### src/rtl/run_monitor_pkg.sv
// rtl/run_monitor_pkg.sv - shared types and constants for the run/exit monitor
// Purpose: run-control FSM state encoding and halt-reason codes.
package run_monitor_pkg;

  typedef enum logic [1:0] {
    ST_IDLE = 2'd0,
    ST_RST  = 2'd1,
    ST_RUN  = 2'd2,
    ST_HALT = 2'd3
  } state_e;

  localparam logic [1:0] REASON_NONE    = 2'd0;
  localparam logic [1:0] REASON_EXIT    = 2'd1;
  localparam logic [1:0] REASON_TIMEOUT = 2'd2;
  localparam logic [1:0] REASON_ABORT   = 2'd3;

endpackage

### src/rtl/run_monitor_chan.sv
// rtl/run_monitor_chan.sv - one probe channel: exit-value compare with hold counter
// Purpose: flags hit when the channel has matched for MATCH_HOLD consecutive RUN cycles
//   (the current cycle included).
// Ports:
//   clk, reset_n  clock, asynchronous active-low reset
//   run_en        high while the monitor is in RUN; low clears the hold counter
//   ch_en         channel enable
//   probe_valid   probe word valid this cycle
//   probe_data    probe word
//   exit_val      programmed exit value
//   hit           exit condition reached on this channel this cycle
module run_monitor_chan #(
  parameter int DATA_W     = 32,
  parameter int MATCH_HOLD = 1
) (
  input  logic              clk,
  input  logic              reset_n,
  input  logic              run_en,
  input  logic              ch_en,
  input  logic              probe_valid,
  input  logic [DATA_W-1:0] probe_data,
  input  logic [DATA_W-1:0] exit_val,
  output logic              hit
);

  localparam int HOLD_W = $clog2(MATCH_HOLD + 1);
  localparam logic [HOLD_W-1:0] HOLD_MAX  = HOLD_W'(MATCH_HOLD);
  localparam logic [HOLD_W-1:0] HOLD_LAST = HOLD_W'(MATCH_HOLD - 1);

  logic [HOLD_W-1:0] hold_q, hold_d;
  logic              match;

  assign match = ch_en && probe_valid && (probe_data == exit_val);

  always_comb begin
    hold_d = hold_q;
    if (!run_en || !match) begin
      hold_d = '0;
    end else if (hold_q != HOLD_MAX) begin
      hold_d = hold_q + HOLD_W'(1);
    end
  end

  // The counter reaches MATCH_HOLD on this edge, so exit is declared in the matching cycle itself.
  assign hit = run_en && match && ((hold_q == HOLD_LAST) || (hold_q == HOLD_MAX));

  always_ff @(posedge clk or negedge reset_n) begin
    if (!reset_n) begin
      hold_q <= '0;
    end else begin
      hold_q <= hold_d;
    end
  end

endmodule

### src/rtl/run_monitor.sv
// rtl/run_monitor.sv - core run sequencer, cycle counter and exit/timeout/abort monitor
// Purpose: pulses the core reset, counts RUN cycles, halts on exit match, timeout or abort.
// Ports:
//   clk, reset_n      clock, asynchronous active-low reset
//   start, clear      run start pulse, HALT->IDLE pulse
//   abort             level, forces halt while running
//   cfg_ch_en, cfg_exit_val, cfg_timeout   channel mask, exit values, run-cycle limit (0 = none)
//   probe_valid, probe_data                per-channel probe words
//   cpu_reset, running, halted, halt_pulse status outputs (all registered)
//   halt_reason, halt_ch, cycle_count      halt report
module run_monitor
  import run_monitor_pkg::*;
#(
  parameter int NUM_CH     = 4,
  parameter int DATA_W     = 32,
  parameter int CNT_W      = 32,
  parameter int RST_CYCLES = 2,
  parameter int MATCH_HOLD = 1,
  localparam int CH_W      = (NUM_CH > 1) ? $clog2(NUM_CH) : 1
) (
  input  logic                     clk,
  input  logic                     reset_n,
  input  logic                     start,
  input  logic                     abort,
  input  logic                     clear,
  input  logic [NUM_CH-1:0]        cfg_ch_en,
  input  logic [NUM_CH*DATA_W-1:0] cfg_exit_val,
  input  logic [CNT_W-1:0]         cfg_timeout,
  input  logic [NUM_CH-1:0]        probe_valid,
  input  logic [NUM_CH*DATA_W-1:0] probe_data,
  output logic                     cpu_reset,
  output logic                     running,
  output logic                     halted,
  output logic                     halt_pulse,
  output logic [1:0]               halt_reason,
  output logic [CH_W-1:0]          halt_ch,
  output logic [CNT_W-1:0]         cycle_count
);

  localparam int RCNT_W = $clog2(RST_CYCLES + 1);
  localparam logic [RCNT_W-1:0] RST_LAST = RCNT_W'(RST_CYCLES - 1);

  state_e            state_q, state_d;
  logic [RCNT_W-1:0] rst_cnt_q, rst_cnt_d;
  logic [CNT_W-1:0]  cycle_count_q, cycle_count_d;
  logic [1:0]        halt_reason_q, halt_reason_d;
  logic [CH_W-1:0]   halt_ch_q, halt_ch_d;
  logic              halt_pulse_q, halt_pulse_d;
  logic              cpu_reset_q, cpu_reset_d;
  logic              running_q, running_d;
  logic              halted_q, halted_d;

  logic [NUM_CH-1:0] hit;
  logic              exit_hit;
  logic [CH_W-1:0]   exit_ch;
  logic              timeout_hit;
  logic              run_en;

  assign run_en = (state_q == ST_RUN);

  for (genvar i = 0; i < NUM_CH; i++) begin : g_chan
    run_monitor_chan #(
      .DATA_W     (DATA_W),
      .MATCH_HOLD (MATCH_HOLD)
    ) u_chan (
      .clk         (clk),
      .reset_n     (reset_n),
      .run_en      (run_en),
      .ch_en       (cfg_ch_en[i]),
      .probe_valid (probe_valid[i]),
      .probe_data  (probe_data[i*DATA_W +: DATA_W]),
      .exit_val    (cfg_exit_val[i*DATA_W +: DATA_W]),
      .hit         (hit[i])
    );
  end

  // Scan from the top so the lowest hitting channel is the one left standing.
  always_comb begin
    exit_ch = '0;
    for (int i = NUM_CH - 1; i >= 0; i--) begin
      if (hit[i]) exit_ch = CH_W'(i);
    end
  end

  assign exit_hit    = |hit;
  assign timeout_hit = (cfg_timeout != '0) && (cycle_count_q == cfg_timeout - CNT_W'(1));

  always_comb begin
    state_d       = state_q;
    rst_cnt_d     = rst_cnt_q;
    cycle_count_d = cycle_count_q;
    halt_reason_d = halt_reason_q;
    halt_ch_d     = halt_ch_q;
    halt_pulse_d  = 1'b0;
    unique case (state_q)
      ST_IDLE, ST_HALT: begin
        if (start) begin
          state_d       = ST_RST;
          rst_cnt_d     = '0;
          cycle_count_d = '0;
          halt_reason_d = REASON_NONE;
          halt_ch_d     = '0;
        end else if (clear && (state_q == ST_HALT)) begin
          state_d = ST_IDLE;
        end
      end
      ST_RST: begin
        if (rst_cnt_q == RST_LAST) begin
          state_d = ST_RUN;
        end else begin
          rst_cnt_d = rst_cnt_q + RCNT_W'(1);
        end
      end
      ST_RUN: begin
        if (abort || exit_hit || timeout_hit) begin
          state_d      = ST_HALT;
          halt_pulse_d = 1'b1;
          halt_ch_d    = '0;
          if (abort) begin
            halt_reason_d = REASON_ABORT;
          end else if (exit_hit) begin
            halt_reason_d = REASON_EXIT;
            halt_ch_d     = exit_ch;
          end else begin
            halt_reason_d = REASON_TIMEOUT;
          end
        end else if (cycle_count_q != '1) begin
          cycle_count_d = cycle_count_q + CNT_W'(1);
        end
      end
      default: state_d = ST_IDLE;
    endcase
    cpu_reset_d = (state_d == ST_IDLE) || (state_d == ST_RST);
    running_d   = (state_d == ST_RUN);
    halted_d    = (state_d == ST_HALT);
  end

  always_ff @(posedge clk or negedge reset_n) begin
    if (!reset_n) begin
      state_q       <= ST_IDLE;
      rst_cnt_q     <= '0;
      cycle_count_q <= '0;
      halt_reason_q <= REASON_NONE;
      halt_ch_q     <= '0;
      halt_pulse_q  <= 1'b0;
      cpu_reset_q   <= 1'b1;
      running_q     <= 1'b0;
      halted_q      <= 1'b0;
    end else begin
      state_q       <= state_d;
      rst_cnt_q     <= rst_cnt_d;
      cycle_count_q <= cycle_count_d;
      halt_reason_q <= halt_reason_d;
      halt_ch_q     <= halt_ch_d;
      halt_pulse_q  <= halt_pulse_d;
      cpu_reset_q   <= cpu_reset_d;
      running_q     <= running_d;
      halted_q      <= halted_d;
    end
  end

  assign cpu_reset   = cpu_reset_q;
  assign running     = running_q;
  assign halted      = halted_q;
  assign halt_pulse  = halt_pulse_q;
  assign halt_reason = halt_reason_q;
  assign halt_ch     = halt_ch_q;
  assign cycle_count = cycle_count_q;

endmodule

### config.mk
export PLATFORM = sky130hd
export DESIGN_NAME = run_monitor
export DESIGN_NICKNAME = d
export VERILOG_FILES = /design/src/rtl/run_monitor_pkg.sv /design/src/rtl/run_monitor_chan.sv /design/src/rtl/run_monitor.sv
export SDC_FILE = /design/constraint.sdc
export NUM_CORES = 1
export LEC_CHECK = 0
export BUFFER_PORTS_ARGS = -buffer_cell sky130_fd_sc_hd__buf_2
export CAP_MARGIN = 20
export CORE_AREA = 4 4 132 134
export DETAILED_ROUTE_END_ITERATION = 7
export DIE_AREA = 0 0 136 138
export GPL_TIMING_DRIVEN = 0
export PLACE_DENSITY = 0.7
export SLEW_MARGIN = 40
export SYNTH_ARGS = -nofsm -noshare
export SYNTH_HDL_FRONTEND = slang
export SYNTH_HIERARCHICAL = 1
export SYNTH_SLANG_ARGS = --single-unit
### constraint.sdc
create_clock -name clk -period 3.35 [get_ports clk]
set_input_delay 0.1675 -clock clk [delete_from_list [all_inputs] [get_ports clk]]
set_output_delay 0.1675 -clock clk [all_outputs]
set_load 0.01 [all_outputs]
; ---- Yosys cells after proc, flatten, opt, wreduce, memory -nomap -nowiden
; Index checks and enable logic that the tools add are counted.
; W data, S select, Z words.
[word_totals]
elab_cells = 83
ff_bits = 44
inputBits = 301
output_inout_bits = 40
[classes]
n_eq_ne = 18
reduce_logical = 27
muxes = 26
add_sub_neg = 3
[op_table]
columns = op, n
row1 = $eq A32 B32 Y1, 5
row2 = $mux W32, 3
row3 = $pmux W32 S2, 1
row4 = $add A32 B1 Y32 const B, 1
row5 = $mux W2, 16
row6 = $ne A32 B32 Y1 const B, 1
row7 = $reduce_bool A32 Y1, 1
row8 = $sub A32 B1 Y32 const B, 1
row9 = $logic_and A1 B1 Y1, 14
row10 = $pmux W2 S2, 3
row11 = $ne A2 B2 Y1 const B, 5
row12 = $eq A2 B2 Y1 const B, 4
row13 = $eq A2 B1 Y1 const B, 3
row14 = $pmux W2 S3, 1
row15 = $reduce_and A3 Y1, 2
row16 = $logic_not A2 Y1, 2
row17 = $reduce_and A4 Y1, 1
row18 = $reduce_bool A2 Y1, 2
row19 = $reduce_or A4 Y1, 1
row20 = $logic_or A1 B1 Y1, 3
row21 = $add A2 B1 Y2 const B, 1
row22 = $mux W1, 2
row23 = $reduce_or A2 Y1, 1

; ---- Depth between registers and ports, before layout
[logic_depth]
word_depth = 11
depth_mapped = 14
depth_no_buf = 11

; ---- Hierarchy
; Netlist, hierarchy kept.
[modules_own_cells]
columns = mod, area_each_um2, cells_per_inst, instances, seq_area_each_um2
row1 = run_monitor, 3797.4, 449, 1, 1102.3
row2 = run_monitor_chan, 359.1, 44, 4, 0.0

; ---- Worst setup path after synthesis
; No wires, ideal clock.
[synth_timing]
path_kind = input to register
start = input port cfg_timeout[9]
end = register cycle_count_q[13], in the netlist cycle_count[13]
path_buffers = 3
setup_time_ns = 0.076
path_stages = 12
arrival_time_ns = 3.415
slack_ns = -0.141
t_required_ns = 3.274
path_cell_list = or4_4 > or4_4 > buf_6 > nor4_1 > mux2_2 > or4_1 > nor4_4 > o31a_4 > buf_6 > buf_12 > o31ai_1 > a21oi_2
[synth_between]
elab_chain_len = 6
elab_cells_between_ends = 7
cone_classes = add/sub (1) / eq/ne (2) / reduce/logical (4)
[synth_rtl]
columns = item, line_no
row1 = "start, declared", run_monitor.sv:28  ; input logic [CNT_W-1:0] cfg_timeout,
row2 = $sub A32 B1 Y32, run_monitor.sv:86  ; assign timeout_hit = (cfg_timeout != '0) && (cycle_count_q == cfg_timeout - CNT_W'(1));
row3 = $eq A32 B32 Y1, run_monitor.sv:86
row4 = $logic_and A1 B1 Y1 *, run_monitor.sv:86
row5 = $logic_or A1 B1 Y1 *, run_monitor.sv:115  ; if (abort || exit_hit || timeout_hit) begin
row6 = $ne A2 B2 Y1 (no source line) *, --
row7 = $reduce_and A4 Y1 (no source line) *, --
row8 = "end signal, assigned", run_monitor.sv:152  ; cycle_count_q <= cycle_count_d;
row9 = "end, declared", run_monitor.sv:45  ; logic [CNT_W-1:0] cycle_count_q, cycle_count_d;
; Mark *: on every way between the ends. The rest lies on a longest branch, timed or not.
; A chain may end at the register's enable or synchronous reset.

; ---- Worst setup path after layout
[layout_timing]
start = input port cfg_timeout[10]
end = register cycle_count_q[19], in the netlist cycle_count[19]
; The elaborated chain is that of the path after synthesis.

==> impl_metrics.env <==
export IMPL_grt_pass1_vias=6158
export IMPL_final_area_sq_mm=0.00771
export IMPL_grt_ovfl_total=0
export IMPL_met3_usage_pct=6.40
export IMPL_synth_fp_nets=932
export IMPL_worst_slew_pin_slew_ns=0.696
export IMPL_swShare_pct=42.1
export IMPL_synth_edf_count=0
export IMPL_clockBufferDepth=2
export IMPL_grt_use_met1_pct=34.3
export IMPL_cp_data_required_time_ns=3.56
export IMPL_fin_crit_ns=3.31
export IMPL_path_max_fanout=5
export IMPL_routedWlPerCell_microns=20.1
export IMPL_final_common_cell="buf_2"
export IMPL_vias=6456
export IMPL_ys_flop_type="dfrtp_1"
export IMPL_internal_power_mw=1.65
export IMPL_row_count=47
export IMPL_wl_microns=24400
export IMPL_multi_input_area_sq_mm=0.00412
export IMPL_ys_seq_elements=44
export IMPL_setup_viol=0
export IMPL_hp_start="abort"
export IMPL_place_ws_ns=-0.696
export IMPL_busiest_layer="met2"
export IMPL_initial_core_util_pct=32.1
export IMPL_ant_nets=0
export IMPL_fmax_mhz=303
export IMPL_die_h_microns=138
export IMPL_drt_first_pass_iters=5
export IMPL_numCtsBuffers=5
export IMPL_maxCapViolCount=0
export IMPL_powerDensity_mw_per_mm2=370
export IMPL_synth_seq_area_share_pct=21.1
export IMPL_rr_startpoint="cycle_count[28]"
export IMPL_p_leak_nw=3.47
export IMPL_cts_sinks=44
export IMPL_dp_hpwl_microns=20800
export IMPL_syn_to_final_growth_pct=47.4
export IMPL_syn_area_sq_mm=0.00523
export IMPL_skew_ns=0.00779
export IMPL_async_reset_ff_share_pct=100
export IMPL_io_pins=341
export IMPL_maxSlewHeadroom_pct=53.2
export IMPL_arrival_ns=3.52
export IMPL_grt_util_met2_pct=37.6
export IMPL_insertion_delay_ns=0.29
export IMPL_critPathLaunch="cfg_timeout[10]"
export IMPL_grt_max_degree=45
export IMPL_period_share_pct=98.7
export IMPL_drive_gt1_share_pct=44.5
export IMPL_synth_top_area_share_pct=20.6
export IMPL_cts_tree="built"
export IMPL_syn_inst=625
export IMPL_status="finished, final reports clean"
export IMPL_first_iter_violations=441
export IMPL_pwr_share_seq_pct=23.0
export IMPL_synth_top_cell_by_area="dfrtp_1"
export IMPL_hold_viol=0
export IMPL_core_area_sq_mm=0.0163
export IMPL_slew_violations=0
export IMPL_nNetsFinal=1292
export IMPL_ir_drop_uv=345
export IMPL_grt_pass1_wl_microns=35200
export IMPL_power_frac_clock_pct=19.5
export IMPL_ff_latch_area_sq_mm=0.00110
export IMPL_grt_usage_pct=24.2
export IMPL_final_cell_mix="buf_2, xnor2_1, xor2_1"
export IMPL_final_util_pct=47.4
export IMPL_clock_root_buffer="clkbuf_16"
export IMPL_path_class="in2reg"
export IMPL_gp_congestion=0.953
export IMPL_cp_start_kind="input port"
export IMPL_antenna_found_initial=14
export IMPL_fillCellCount=1628
export IMPL_switchingPower_mw=1.20
export IMPL_min_path_type="in2reg"
export IMPL_cts_clk_slew_worst_paths_ns=0.07
export IMPL_syn_avg_cell_area_sq_um=8.37
export IMPL_end_kind="flip-flop"
export IMPL_power_mw=2.85
export IMPL_setup_ws_ns=0.0443
export IMPL_fp_dieW_microns=136
export IMPL_cts_max_level=2
export IMPL_yosysUniqueCellTypes=63
export IMPL_placed_area_sq_mm=0.00722
export IMPL_comb_power_share_pct=57.5
export IMPL_portBuffers=339
export IMPL_post_route_drc_count=0
export IMPL_die_area_sq_mm=0.0188
export IMPL_via_per_inst=5.32
export IMPL_yosysWarnings=6
export IMPL_synth_area_leaders="dfrtp_1, xnor2_1, xor2_1"
==> through the flow <==
stage,setup TNS [ns],hold slack [ns],cells
5_1_grt,-0.0244,0.238,1206
3_3_place_gp,-25.28,0.398,1184
6_report,0,0.226,1213
4_1_cts,0,0.202,1202
2_1_floorplan,-0.00587,-0.128,625
3_5_place_dp,-22.54,0.205,1184
==> state kept, by name, summed over array words and instances, names as in the netlist <==
| name | cells |
|---|---|
| halted | 1 |
| state_q | 2 |
| rst_cnt_q | 2 |
| halt_pulse | 1 |
| cpu_reset | 1 |
| cycle_count | 32 |
| halt_ch | 2 |
| halt_reason | 2 |
| running | 1 |
==> power groups by stage <==
| stage | registers (mW) | clock network, mW | logic [mW] |
|---|---|---|---|
| finish | 0.657 | 0.555 | 1.64 |
| global route | 0.667 | 0.585 | 1.79 |
| floorplan | 0.669 | 0 | 0.883 |
| global placement | 0.663 | 0 | 1.46 |
| CTS | 0.657 | 0.563 | 1.65 |
| detailed placement | 0.666 | 0 | 1.47 |
==> final timing paths <==
check / endpoint / slack, ns / cells after the start
setup reg to reg: cycle_count[10] / 0.27 / 11
hold / removal: halt_reason[1] / 0.23 / 3
setup / recovery: cycle_count[19] / 0.04 / 12
min in group asynchronous: cycle_count[29] / 0.43 / 2
hold reg to reg: halt_ch[1] / 0.54 / 2
max in group asynchronous: cycle_count[1] / 2.52 / 2
==> cells in the mapped netlist, types with 13 or more instances <==
cell type and number:
nand4_1 33, nor4_1 32, dfrtp_1 43, xnor2_1 94, nand3_1 23, or4_1 28, o31ai_1 13, xor2_1 78
nand2_1 32, and3_1 13, a21oi_1 20, nor2_1 26, or3_1 20
==> metal layers <==
metal | vias to the layer above | part of all wire, %
li1 | 3064 | -
met1 | 2994 | 42
met2 | 350 | 44
met3 | 34 | 12
met4 | 14 | 1.8
met5 | - | 0.28
==> logic make-up (layout without fill, tap and decap cells) <==
logic type	after synthesis	in the layout	synth area share, %
simple gates	265	265	30.6
xor+xnor	172	172	28.8
compound gates	101	101	13.8
flops	44	44	21.1
buf+inv	32	393	3.35
fa+ha+maj	6	6	1.43
mux	5	5	0.980
other cells	0	7	0
==> area by class of cell <==
class                   count  area share, %
diodes                      7          0.227
plain buffers              15           1.15
clock buffers               6           1.67
clock inverters             2          0.454
inverters                  11          0.535
multi-input cells         549           53.5
flip-flops and latches     44           14.3
well taps                 220           3.57
repair buffers            359           24.7
==> timing repair <==
| item | CTS | global route |
|---|---|---|
| endpoints found under the setup margin | 39 | 36 |
| gates cloned | 1 | 0 |
| pin swaps | 10 | 27 |
| hold buffers | 1 | 0 |
| buffers inserted | 12 | 6 |
| endpoints found under the hold margin | 43 | 0 |
| gates resized for setup | 10 | 35 |
==> worst max-delay path, stage by stage <==
cell and delay (ns):
buf_2 0.13, or4_4 0.52, or4_4 0.58, buf_4 0.17, o311a_1 0.34, a31oi_1 0.16, or4_4 0.19, nor4_4 0.05
o31a_4 0.40, buf_4 0.16, or4_4 0.51, a21oi_2 0.14
(Power assumes the default switching activity.)
